[config.mk]
export PLATFORM = sky130hd
export DESIGN_NAME = requant_pack_flat
export DESIGN_NICKNAME = d
export VERILOG_FILES = /design/src/rtl/accel_pkg.sv /design/src/rtl/requant_pack_if.sv /design/src/rtl/requant_pack_lane.sv /design/src/rtl/requant_pack.sv /design/src/flat_wrapper.sv
export SDC_FILE = /design/constraint.sdc
export NUM_CORES = 1
export LEC_CHECK = 0
export BUFFER_PORTS_ARGS = -buffer_cell sky130_fd_sc_hd__buf_2
export CAP_MARGIN = 40
export CELL_PAD_IN_SITES_DETAIL_PLACEMENT = 0
export CELL_PAD_IN_SITES_GLOBAL_PLACEMENT = 1
export CORE_MARGIN = 2
export CORE_UTILIZATION = 42
export DETAILED_ROUTE_END_ITERATION = 6
export HOLD_SLACK_MARGIN = 0.03
export PLACE_DENSITY_LB_ADDON = 0.1
export SYNTH_ARGS = -nofsm -noshare
export SYNTH_HDL_FRONTEND = slang
export SYNTH_SLANG_ARGS = --single-unit
export TNS_END_PERCENT = 1
[constraint.sdc]
create_clock -name clk -period 7.5 [get_ports clk]
set_clock_uncertainty 0.15 [all_clocks]
set_input_delay 1.125 -clock clk [delete_from_list [all_inputs] [get_ports clk]]
set_output_delay 1.125 -clock clk [all_outputs]
set_load 0.01 [all_outputs]
[src/rtl/accel_pkg.sv]
// accel_pkg: default widths, FSM state encoding and saturation bounds for the requant stage
package accel_pkg;

   localparam int DEF_COLS     = 5;
   localparam int DEF_AB_BW    = 25;
   localparam int DEF_O_BW     = 8;
   localparam int DEF_SHIFT_BW = 5;

   typedef enum logic [1:0] {FILL, DRAIN, EMIT} state_e;

   function automatic int sat_max(input int w);
      return (1 << (w - 1)) - 1;
   endfunction

   function automatic int sat_min(input int w);
      return -(1 << (w - 1));
   endfunction

endpackage

[src/rtl/requant_pack_if.sv]
// requant_pack_if: element stream from bias-add in, packed activation words out
interface requant_pack_if import accel_pkg::*; #(
   parameter int COLS     = DEF_COLS,
   parameter int AB_BW    = DEF_AB_BW,
   parameter int O_BW     = DEF_O_BW,
   parameter int SHIFT_BW = DEF_SHIFT_BW
) ();

   localparam int CBW = $clog2(COLS + 1);

   logic                    i_valid;
   logic                    o_ready;
   logic signed [AB_BW-1:0] i_acc_bias;
   logic [SHIFT_BW-1:0]     i_shift;
   logic                    i_relu_en;
   logic                    i_last;
   logic                    o_valid;
   logic                    i_ready;
   logic [COLS*O_BW-1:0]    o_data;
   logic [CBW-1:0]          o_count;
   logic                    o_last;

   modport master (
      output i_valid, i_acc_bias, i_shift, i_relu_en, i_last, i_ready,
      input  o_ready, o_valid, o_data, o_count, o_last
   );

   modport slave (
      input  i_valid, i_acc_bias, i_shift, i_relu_en, i_last, i_ready,
      output o_ready, o_valid, o_data, o_count, o_last
   );

endinterface

[src/rtl/requant_pack_lane.sv]
// requant_lane: clamp shift, round half toward +inf, optional ReLU, saturate, then register
module requant_lane import accel_pkg::*; #(
   parameter int AB_BW    = DEF_AB_BW,
   parameter int O_BW     = DEF_O_BW,
   parameter int SHIFT_BW = DEF_SHIFT_BW
) (
   input  logic                    clk,
   input  logic                    rst_n,
   input  logic signed [AB_BW-1:0] x_i,
   input  logic [SHIFT_BW-1:0]     shift_i,
   input  logic                    relu_i,
   output logic signed [O_BW-1:0]  q_o
);

   localparam int CW = $clog2(AB_BW);
   localparam logic signed [AB_BW:0] MAXV = (AB_BW + 1)'(sat_max(O_BW));
   localparam logic signed [AB_BW:0] MINV = (AB_BW + 1)'(sat_min(O_BW));

   logic [CW-1:0]          s;
   logic signed [AB_BW:0]  xe, rnd, r, rr;
   logic signed [O_BW-1:0] q_d, q_q;

   // one extra bit of headroom keeps the rounding add from overflowing
   always_comb begin
      s   = (32'(shift_i) > 32'(AB_BW - 1)) ? CW'(AB_BW - 1) : CW'(shift_i);
      xe  = {x_i[AB_BW-1], x_i};
      rnd = (s == '0) ? '0 : (AB_BW + 1)'(1) << (s - CW'(1));
      r   = (xe + rnd) >>> s;
      rr  = (relu_i && r[AB_BW]) ? '0 : r;
      q_d = (rr > MAXV) ? MAXV[O_BW-1:0] : (rr < MINV) ? MINV[O_BW-1:0] : rr[O_BW-1:0];
   end

   // quantized value register (second pipeline stage)
   always_ff @(posedge clk or negedge rst_n) begin
      if (!rst_n) q_q <= '0;
      else        q_q <= q_d;
   end

   assign q_o = q_q;

endmodule

[src/rtl/requant_pack.sv]
// requant_pack: requantizes bias-added accumulators and packs them into COLS-lane words
module requant_pack import accel_pkg::*; #(
   parameter int COLS     = DEF_COLS,
   parameter int AB_BW    = DEF_AB_BW,
   parameter int O_BW     = DEF_O_BW,
   parameter int SHIFT_BW = DEF_SHIFT_BW
) (
   input  logic           clk,
   input  logic           rst_n,
   requant_pack_if.slave  bus
);

   localparam int CBW = $clog2(COLS + 1);

   state_e                  state_q, state_d;
   logic                    acc, close_now, hs;
   logic                    v0_q, relu0_q, last0_q, close0_q;
   logic signed [AB_BW-1:0] x0_q;
   logic [SHIFT_BW-1:0]     s0_q;
   logic                    v1_q, last1_q, close1_q;
   logic signed [O_BW-1:0]  q1;
   logic [COLS*O_BW-1:0]    pack_q, pack_d;
   logic [CBW-1:0]          lane_q, lane_d, cnt_q, cnt_d;
   logic                    last_q, last_d;

   assign acc       = bus.i_valid && state_q == FILL;
   assign close_now = bus.i_last || cnt_q == CBW'(COLS - 1);
   assign hs        = state_q == EMIT && bus.i_ready;

   // FSM state register
   always_ff @(posedge clk or negedge rst_n) begin
      if (!rst_n) state_q <= FILL;
      else        state_q <= state_d;
   end

   // next state: the word drains until its closing element lands in the pack buffer
   always_comb begin
      state_d = (state_q == FILL)  ? ((acc && close_now) ? DRAIN : FILL) :
                (state_q == DRAIN) ? ((v1_q && close1_q) ? EMIT : DRAIN) :
                (bus.i_ready ? FILL : EMIT);
   end

   // handshake outputs decoded from state
   always_comb begin
      bus.o_ready = state_q == FILL;
      bus.o_valid = state_q == EMIT;
   end

   // capture accepted element and carry its flags alongside the quantizer stage
   always_ff @(posedge clk or negedge rst_n) begin
      if (!rst_n) begin
         v0_q     <= 1'b0;
         x0_q     <= '0;
         s0_q     <= '0;
         relu0_q  <= 1'b0;
         last0_q  <= 1'b0;
         close0_q <= 1'b0;
         v1_q     <= 1'b0;
         last1_q  <= 1'b0;
         close1_q <= 1'b0;
      end else begin
         v0_q <= acc;
         if (acc) begin
            x0_q     <= bus.i_acc_bias;
            s0_q     <= bus.i_shift;
            relu0_q  <= bus.i_relu_en;
            last0_q  <= bus.i_last;
            close0_q <= close_now;
         end
         v1_q     <= v0_q;
         last1_q  <= last0_q;
         close1_q <= close0_q;
      end
   end

   requant_lane #(
      .AB_BW    (AB_BW),
      .O_BW     (O_BW),
      .SHIFT_BW (SHIFT_BW)
   ) u_lane (
      .clk     (clk),
      .rst_n   (rst_n),
      .x_i     (x0_q),
      .shift_i (s0_q),
      .relu_i  (relu0_q),
      .q_o     (q1)
   );

   // pack buffer update: lane writes as quantized values arrive, cleared by the output handshake
   always_comb begin
      pack_d = pack_q;
      lane_d = lane_q;
      cnt_d  = cnt_q;
      last_d = last_q;
      if (hs) begin
         pack_d = '0;
         lane_d = '0;
         cnt_d  = '0;
         last_d = 1'b0;
      end else begin
         if (acc) cnt_d = cnt_q + CBW'(1);
         if (v1_q) begin
            pack_d[lane_q*O_BW +: O_BW] = q1;
            lane_d = lane_q + CBW'(1);
            last_d = last1_q;
         end
      end
   end

   // pack buffer and counters
   always_ff @(posedge clk or negedge rst_n) begin
      if (!rst_n) begin
         pack_q <= '0;
         lane_q <= '0;
         cnt_q  <= '0;
         last_q <= 1'b0;
      end else begin
         pack_q <= pack_d;
         lane_q <= lane_d;
         cnt_q  <= cnt_d;
         last_q <= last_d;
      end
   end

   assign bus.o_data  = pack_q;
   assign bus.o_count = lane_q;
   assign bus.o_last  = last_q;

endmodule

[src/flat_wrapper.sv]
// flat-port wrapper written by rule: the top's interface ports become plain ports
module requant_pack_flat import accel_pkg::*;
#(
   parameter int COLS     = DEF_COLS,
   parameter int AB_BW    = DEF_AB_BW,
   parameter int O_BW     = DEF_O_BW,
   parameter int SHIFT_BW = DEF_SHIFT_BW
)
  (clk, rst_n, bus_i_valid, bus_i_acc_bias, bus_i_shift, bus_i_relu_en, bus_i_last, bus_i_ready, bus_o_ready, bus_o_valid, bus_o_data, bus_o_count, bus_o_last);
  requant_pack_if #(.COLS(COLS), .AB_BW(AB_BW), .O_BW(O_BW), .SHIFT_BW(SHIFT_BW)) bus_i ();
  input  logic clk;
  input  logic rst_n;
  input wire logic [$bits(bus_i.i_valid)-1:0] bus_i_valid;
  input wire logic [$bits(bus_i.i_acc_bias)-1:0] bus_i_acc_bias;
  input wire logic [$bits(bus_i.i_shift)-1:0] bus_i_shift;
  input wire logic [$bits(bus_i.i_relu_en)-1:0] bus_i_relu_en;
  input wire logic [$bits(bus_i.i_last)-1:0] bus_i_last;
  input wire logic [$bits(bus_i.i_ready)-1:0] bus_i_ready;
  output wire logic [$bits(bus_i.o_ready)-1:0] bus_o_ready;
  output wire logic [$bits(bus_i.o_valid)-1:0] bus_o_valid;
  output wire logic [$bits(bus_i.o_data)-1:0] bus_o_data;
  output wire logic [$bits(bus_i.o_count)-1:0] bus_o_count;
  output wire logic [$bits(bus_i.o_last)-1:0] bus_o_last;
  assign bus_i.i_valid = bus_i_valid;
  assign bus_i.i_acc_bias = bus_i_acc_bias;
  assign bus_i.i_shift = bus_i_shift;
  assign bus_i.i_relu_en = bus_i_relu_en;
  assign bus_i.i_last = bus_i_last;
  assign bus_i.i_ready = bus_i_ready;
  assign bus_o_ready = bus_i.o_ready;
  assign bus_o_valid = bus_i.o_valid;
  assign bus_o_data = bus_i.o_data;
  assign bus_o_count = bus_i.o_count;
  assign bus_o_last = bus_i.o_last;
  requant_pack #(.COLS(COLS), .AB_BW(AB_BW), .O_BW(O_BW), .SHIFT_BW(SHIFT_BW)) u_core (.clk(clk), .rst_n(rst_n), .bus(bus_i));
endmodule
== Word level (Yosys, flattened, before mapping) ==
Index checks and enable logic that the tools add are counted.
Storage, ports and cells
  memories: 0
  bits in writable memories: 0
  register bits: 94
  output and inout bits: 46
  input port bits: 36
  latch bits: 0
  memory bits (read-only): 0
Operators by class
  reduce and logical (&&, ||, !) cells: 10
  magnitude comparators: 3
  mux-type cells: 19
  multipliers: 0
  $add $sub $neg: 5
  shift-type cells: 4
  bitwise logic cells: 0
  eq/ne operators: 3
  divide/modulo/power cells: 0
Operators with widths (number)
  $mux 40: 2
  $mux 26: 2
  $bwmux 40: 1
  $shift 8x34->40 const A: 1
  $shiftx 8x34->40: 1
  $neg 6->34: 1
  $add 25x26->26: 1
  $gt 26x8->1 const B: 1
  $lt 26x8->1 const B: 1
  $shl 1x5->26 const A: 1
  $sshr 26x5->26: 1
  $mux 8: 2
  $mux 3: 4
  $mux 2: 4
  $add 3x1->3 const B: 2
  $gt 5x5->1 const B: 1
  $logic_and 1x1->1: 5
  $logic_not 5->1: 1
  $mux 5: 1
  $sub 5x1->5 const B: 1
  $reduce_bool 2->1: 2
  $eq 3x3->1 const B: 1
  $mux 1: 3
  $eq 2x1->1 const B: 1
  3 further kinds: 3

== Longest topological paths before layout ==
Gate-level depths: netlist (run 1).
  depth after elaboration: 12
  mapped depth: 21
  mapped depth without buffers: 17

== Hierarchy ==
A second synthesis (run 1) with hierarchy kept.
Unflattened totals
  cells, all modules: 891
  area, all modules: 7582.3 um^2
Modules (own cells, without submodules)
  requant_lane: cells each 602, instances 1, seq. area each 200.2 um^2, area each 3995.1 um^2
  requant_pack: cells each 289, instances 1, seq. area each 2152.1 um^2, area each 3587.2 um^2

== Worst setup path before layout (run 1) ==
Ideal clock, no wire load.
  path kind: reg-to-reg
  start: register u_core.s0_q[2]
  end: register u_core.u_lane.q_q[0] (netlist: u_core.u_lane.q_o[0])
  data arrival time: 4.496 ns
  path slack: 2.777 ns
  stages on the path, launching flop included: 19
  cells stage by stage: dfrtp_1 > clkbuf_1 > clkbuf_1 > buf_1 > nand3_1 > nor2_1 > ha_1 > a21oi_1 > o21ai_1 > a21o_1 > mux2_2 > or4_4 > and2_4 > a2111o_1 > o211a_2 > a2111oi_2 > and4b_1 > o31ai_2 > o21ai_1
Between the ends
  word-level cells in the longest chain between the ends: 12
  elaborated cells on any way between the ends: 14
  classes of those cells: add/sub: 2; order compare: 3; shift: 2; mux: 5; reduce/logical: 2
RTL lines
  start: declaration: line requant_pack.sv:19  | logic [SHIFT_BW-1:0] s0_q;
  start signal: assignment: line requant_pack.sv:65  | s0_q <= bus.i_shift;
  $gt 5x5->1: line requant_pack_lane.sv:25  | s = (32'(shift_i) > 32'(AB_BW - 1)) ? CW'(AB_BW - 1) : CW'(shift_i);
  $mux 5 (*): line requant_pack_lane.sv:25
  $sub 5x1->5: line requant_pack_lane.sv:27  | rnd = (s == '0) ? '0 : (AB_BW + 1)'(1) << (s - CW'(1));
  $shl 1x5->26: line requant_pack_lane.sv:27
  $mux 26: line requant_pack_lane.sv:27
  $add 25x26->26: line requant_pack_lane.sv:28  | r = (xe + rnd) >>> s;
  $sshr 26x5->26 (*): line requant_pack_lane.sv:28
  $logic_and 1x1->1: line requant_pack_lane.sv:29  | rr = (relu_i && r[AB_BW]) ? '0 : r;
  $mux 26 (*): line requant_pack_lane.sv:29
  $lt 26x8->1: line requant_pack_lane.sv:30  | q_d = (rr > MAXV) ? MAXV[O_BW-1:0] : (rr < MINV) ? MINV[O_BW-1:0] : rr[O_BW-1:0];
  $mux 8: line requant_pack_lane.sv:30
  $mux 8 (*): line requant_pack_lane.sv:30
  via u_core.u_lane.q_d[0]: line requant_pack_lane.sv:21  | logic signed [O_BW-1:0] q_d, q_q;
  end signal: assignment: line requant_pack_lane.sv:36  | else q_q <= q_d;
  end: declaration: line requant_pack_lane.sv:21
Mark *: on every way through the listed nets, which the timed path passes. The rest lies on a longest branch.
A chain may end at the register's enable or synchronous reset.

== Final worst setup path (run 1) ==
  start: register u_core.s0_q[3]
  end: register u_core.u_lane.q_q[6] (netlist: u_core.u_lane.q_o[6])
Same word-level chain as after synthesis.

==> results of run 1 <==
-- cell type report --
class                      count  area [sq um]  share of cell area, %
multi-input combinational    750          4840                   57.7
sequential                    94          2350                   28.0
inverter                      23          86.3                   1.03
timing repair buffer          97           528                   6.29
tap                          225           282                   3.35
clock buffer                  10           239                   2.85
clock inverter                 6          63.8                  0.760
-- through the flow --
stage | setup WS [ps] | util [%] | hold slack, ps | power [mW]
after floorplan | 2780 | - | 181 | 3.20
after detailed placement | 1760 | 46.5 | 193 | 4.12
final | 1610 | 48.2 | 208 | 4.66
after global placement | 1630 | 46.4 | 184 | 4.15
after global routing | 1190 | 48.2 | 221 | 5.02
after CTS | 1690 | 48.2 | 210 | 4.60
-- routing by layer --
metal	up-vias	global-route usage (%)
li1	3531	-
met1	3479	37.3
met4	0	8.50
met2	334	40.7
met5	-	0
met3	49	4.45
-- power by group --
| part | switching (mW) | internal (mW) |
|---|---|---|
| Sequential | 0.221 | 0.743 |
| Clock | 0.218 | 0.243 |
| Combinational | 2.06 | 1.17 |
-- worst reg2reg max path, stage by stage (launching register included) --
cell and delay, ps:
dfrtp_1 390, inv_1 530, nand2_1 440, nor2_1 320
ha_1 290, a211oi_1 390, o211ai_1 340, a21oi_1 400
a2bb2oi_1 390, nand2_1 200, o32ai_1 420, o21ai_0 240
o211a_2 370, a2111oi_2 380, and4b_1 270, o31ai_2 110
o21ai_1 180
-- worst max-delay path by stage --
stage	end	from	cells past startpoint	slack (ps)
global route	u_core.u_lane.q_o[5]	u_core.s0_q[3]	16	1190
finish	u_core.u_lane.q_o[6]	u_core.s0_q[3]	16	1610
detailed placement	u_core.u_lane.q_o[6]	u_core.s0_q[3]	16	1760
global placement	u_core.u_lane.q_o[0]	u_core.s0_q[3]	16	1630
floorplan	u_core.u_lane.q_o[0]	u_core.s0_q[2]	18	2780
CTS	u_core.u_lane.q_o[6]	u_core.s0_q[3]	16	1690
-- logic make-up after synthesis --
| kind of cell | count (synthesis) | share of synthesized area (%) |
|---|---|---|
| adders and majority gates | 31 | 5.26 |
| muxes | 66 | 9.46 |
| other | 1 | 0.0499 |
| and+or+nand+nor | 348 | 21.4 |
| DFF | 94 | 31.3 |
| AOI/OAI and AO/OA | 282 | 25.6 |
| xor gates and xnor gates | 22 | 2.67 |
| buffers and inverters | 80 | 4.30 |
-- flip-flops by register name (all words and copies together), names as in the netlist --
register            count
u_core.state_q          2
u_core.close1_q         1
u_core.s0_q             5
u_core.last1_q          1
u_core.bus.o_data      40
u_core.v1_q             1
u_core.u_lane.q_o       8
u_core.v0_q             1
u_core.relu0_q          1
u_core.close0_q         1
u_core.last0_q          1
u_core.bus.o_last       1
u_core.x0_q            25
u_core.cnt_q            3
u_core.bus.o_count      3
-- Yosys cell counts (5+ instances only) --
master / n / area (sq um)
inv_1: 21 / 78.8
nor3_1: 12 / 60.1
nand2_1: 114 / 428
nor2_1: 106 / 398
xor2_1: 5 / 43.8
mux2i_1: 35 / 350
o21a_1: 8 / 60.1
o31ai_1: 7 / 52.6
and3_1: 13 / 81.3
o211ai_1: 17 / 128
xnor2_1: 16 / 140
mux2_2: 30 / 338
buf_2: 12 / 60.1
a221oi_1: 5 / 43.8
nor4_1: 9 / 56.3
clkbuf_1: 37 / 139
o21ai_1: 15 / 75.1
a211oi_1: 22 / 165
ha_1: 30 / 375
o22ai_1: 9 / 56.3
nand4_1: 10 / 62.6
a21o_1: 11 / 82.6
dfrtp_1: 94 / 2350
or3_1: 6 / 37.5
and2_1: 8 / 50.1
buf_1: 7 / 26.3
and4_1: 8 / 70.1
a21oi_1: 58 / 290
a311oi_1: 5 / 43.8
nand3_1: 43 / 215
o21ai_0: 60 / 300
==> flow_summary.toml, run 1 <==
[setup_path]
critPathRequiredTime_ps = 7620
ff2ff_path_depth = 16
critPathArrivalTime_ps = 6010
critPathMostFrequentCell = "nand2_1"
worst-setup-path-type = "flip-flop to flip-flop"
reg2reg_to = "u_core.u_lane.q_o[6]"
critPathBufInv = 1
r2r_start = "u_core.s0_q[3]"
cp-end-kind = "flip-flop"
cp-start-kind = "flip-flop"
slowest_stage = "inv_1"
path_cells = "inv_1, nand2_1, nor2_1, ha_1, a211oi_1, o211ai_1, a21oi_1, a2bb2oi_1, nand2_1, o32ai_1, o21ai_0, o211a_2, a2111oi_2, and4b_1, o31ai_2, o21ai_1"
r2r_setup_slack_ps = 1610
slowest_delay_ps = 530
cp_top_family = "compound AO/OA/AOI/OAI gates"
crit_fanout = 22

[place]
place_area_sq_mm = 0.00809
detailed_place_hpwl_mm = 18.6
gp_congestion = 0.956
port_buffers = 81
dpl.cell_count = 1189

[layout]
syn_to_final_growth_pct = 11.8
final_common_cell = "nand2_1"
fillCellCount = 1767
layout.nets = 1042
diodes = 0
final_area_sq_mm = 0.00840
drive_gt1_share_pct = 17.2
fin_cells = 1205
layout_common_cells = "nand2_1, nor2_1, dfrtp_1, buf_2, o21ai_0"

[synthesis]
async_reset_ff_share_pct = 100
synthFlopType = "dfrtp_1"
synth_edf_count = 0
ys_types = 84
synth_seq_cells = 94
syn_area_sq_mm = 0.00751
postSynthAreaPerCell_sq_um = 8.13
syn_nets = 991
syn_inst = 924
yosysWarnings = 0
seq_area_frac_synth_pct = 31.3

[timing]
max_slew_margin_pct = 40.7
setup_violations = 0
fin_crit_ps = 5890
tightest_slew_ps = 867
slew_viol_final = 0
fin_tns_setup_ps = 0
period_share_pct = 78.5
rsz0062_at_grt = "false"
timing.fmax_ghz = 0.170
hold_viol = 0

[detailed_routing]
wl_met3_mm = 1.59
met2_length_mm = 10.9
drt_iter0_drc = 741
first_pass_iters = 6
drc = 0
viasPerCell = 6.14
wl_per_cell_microns = 20.1
antenna_left = 0
met1Wirelength_mm = 11.0
num_vias = 7393
drt-total-wl_mm = 24.2
dr.max_layer_used = "met4"

[floorplanning]
initial_core_util_pct = 43.1
die_w_microns = 138
ios = 82
dieHeight_microns = 138
coreArea_sq_mm = 0.0174
rows = 48
die_area_sq_mm = 0.0190

[status]
status = "completed"

[worst_hold_path]
whs_endpoint = "u_core.v1_q"
min_from = "u_core.v0_q"
min_path_cells = 0
hold_path_class = "flip-flop to flip-flop"

[grt]
grtUsageTotal_pct = 26.3
grt_pass1_wl_mm = 38.5
grt_antenna_before_repair = 0
gr-total-overflow = 0
grt_max_degree = 63
grt_pass1_vias = 6832

[clocking]
cts.sinks = 94
root_buffer = "clkbuf_16"
cts-resized-gates = 0
clock_latency_ps = 350
cts_buffer_depth = 2
hold_buffers = 0
tritoncts = "done"
clk_pin_slew_ps = 70
cts_made_buffers = 9
htreeDepth = 3
post-cts-setup-buffers = 0

[power]
worst_ir_drop_vdd_mv = 0.188
power.density_mw_per_mm2 = 554
p_leak_nw = 3.83

[run]
maxCapViolCount = 0
No activity file was read; power rests on OpenSTA's default activity.
==> inputs of run 2 (changes only) <==
- CORE_UTILIZATION: 42 -> 41
- clock period: 7.5 -> 5.4 ns (I/O delays scaled with it)
==> run 2 against run 1 <==
  * Clock-buffer cell count down 1
  * Routed wire length up 4.5%
  * First-iteration DRC count down 44%
  * Sequential share of layout area down 1.1 points
  * Clock power up 55%
  * Die area up 2.4%
==> flow_summary.toml, run 2 (synthesized netlist as in run 1, its figures left out) <==
[place]
port_buffers = 81
gp_congestion = 0.973
place_area_sq_mm = 0.00832
detailed_place_hpwl_mm = 19.3

[setup_path]
critPathRequiredTime_ps = 5530
critPathArrivalTime_ps = 5310
r2r_setup_slack_ps = 220
crit_fanout = 9
ff2ff_path_depth = 17
worst-setup-path-type = "flip-flop to flip-flop"
r2r_start = "u_core.s0_q[1]"
reg2reg_to = "u_core.u_lane.q_o[2]"
cp-start-kind = "flip-flop"
cp-end-kind = "flip-flop"

[detailed_routing]
antenna_left = 0
viasPerCell = 6.02
drc = 0
drt_iter0_drc = 413
first_pass_iters = 5
drt-total-wl_mm = 25.3
wl_per_cell_microns = 20.4
num_vias = 7467

[timing]
slew_viol_final = 0
tightest_slew_ps = 1030
max_slew_margin_pct = 29.5
rsz0062_at_grt = "false"
period_share_pct = 95.9
timing.fmax_ghz = 0.193
fin_tns_setup_ps = 0
setup_violations = 0
hold_viol = 0
fin_crit_ps = 5180

[grt]
grtUsageTotal_pct = 26.2
grt_pass1_vias = 7182
grt_antenna_before_repair = 0
gr-total-overflow = 0
grt_pass1_wl_mm = 40.2
grt_max_degree = 52

[status]
status = "completed"

[run]
maxCapViolCount = 0

[layout]
layout_common_cells = "nand2_1, nor2_1, dfrtp_1, buf_2, o21ai_0"
diodes = 0
syn_to_final_growth_pct = 16.3
largest_reg_flops = 40
drive_gt1_share_pct = 21.1
final_area_sq_mm = 0.00873
final_common_cell = "nand2_1"
final_core_util_pct = 48.6
layout.nets = 1075

[clocking]
htreeDepth = 3
cts_buffer_depth = 2
root_buffer = "clkbuf_16"
cts.sinks = 94
cts_made_buffers = 9
clock_latency_ps = 360
tritoncts = "done"
clk_pin_slew_ps = 70
hold_buffers = 0

[floorplanning]
rows = 49
die_area_sq_mm = 0.0194
dieHeight_microns = 139
initial_core_util_pct = 41.8
coreArea_sq_mm = 0.0180
die_w_microns = 139
ios = 82

[worst_hold_path]
min_path_cells = 0
whs_endpoint = "u_core.v1_q"
min_from = "u_core.v0_q"
hold_path_class = "flip-flop to flip-flop"

[power]
power.density_mw_per_mm2 = 779
worst_ir_drop_vdd_mv = 0.277
p_leak_nw = 4.01
-- run 2: worst max path at each step --
stage / startpoint / end / slack (ps) / cells after the start
after global routing: u_core.s0_q[3] / u_core.u_lane.q_o[2] / 9 / 17
after CTS: u_core.s0_q[2] / u_core.u_lane.q_o[4] / 50 / 17
after detailed placement: u_core.s0_q[2] / u_core.u_lane.q_o[2] / 100 / 17
after floorplan: u_core.s0_q[2] / u_core.u_lane.q_o[0] / 680 / 18
final: u_core.s0_q[1] / u_core.u_lane.q_o[2] / 220 / 17
after global placement: u_core.s0_q[1] / u_core.u_lane.q_o[4] / 50 / 17
-- run 2: stage by stage --
stage               hold slack [ps]  setup WS (ps)  power, mW  std cells
floorplan                       181            677       4.45        924
global placement                184           46.5       5.96       1220
detailed placement              190            101       5.93       1222
CTS                             201           45.3       6.68       1237
global route                    216           8.62       7.36       1241
finish                          197            223       6.80       1241
-- run 2: layout make-up --
class	count	area [sq um]
fillers	1841	9230
flip-flops and latches	94	2350
clock inverters	6	93.8
inverters	23	86.3
clock buffers	9	225
repair buffers	130	788
multi-input cells	750	4900
well taps	229	287
-- run 2: per-layer routing --
layer	share of wire, %	up-vias	wire (microns)	track usage [%]
li1	-	3598	-	-
met1	43	3527	10900	33.7
met2	47	286	12000	43.9
met3	5.9	56	1500	4.68
met4	3.4	0	847	9.94
met5	0	-	0	0
-- run 2: power by group --
part	internal, mW	switching (mW)	total, mW
Combinational	1.82	2.94	4.76
Sequential	1.03	0.295	1.33
Clock	0.410	0.306	0.715
Total	3.26	3.54	6.80
-- run 2: timing repair --
| action | CTS | global route |
|---|---|---|
| endpoints found under the setup margin | 0 | 7 |
| hold endpoints to repair | 0 | 0 |
| resized for setup | 0 | 16 |
| buffers inserted | 0 | 4 |
-- run 2: critical path, cell delays in order (launching register included) --
cell and delay, ps:
dfrtp_1 570, nor2_2 140, nand2_1 230, nor2_1 70
ha_1 230, fa_1 410, a21o_1 240, a221o_1 430
a21oi_4 350, mux2i_2 460, and2_1 260, a211oi_1 80
a2111o_1 430, o211a_2 150, a2111oi_2 340, and4b_1 260
o31ai_2 120, o21ai_1 190
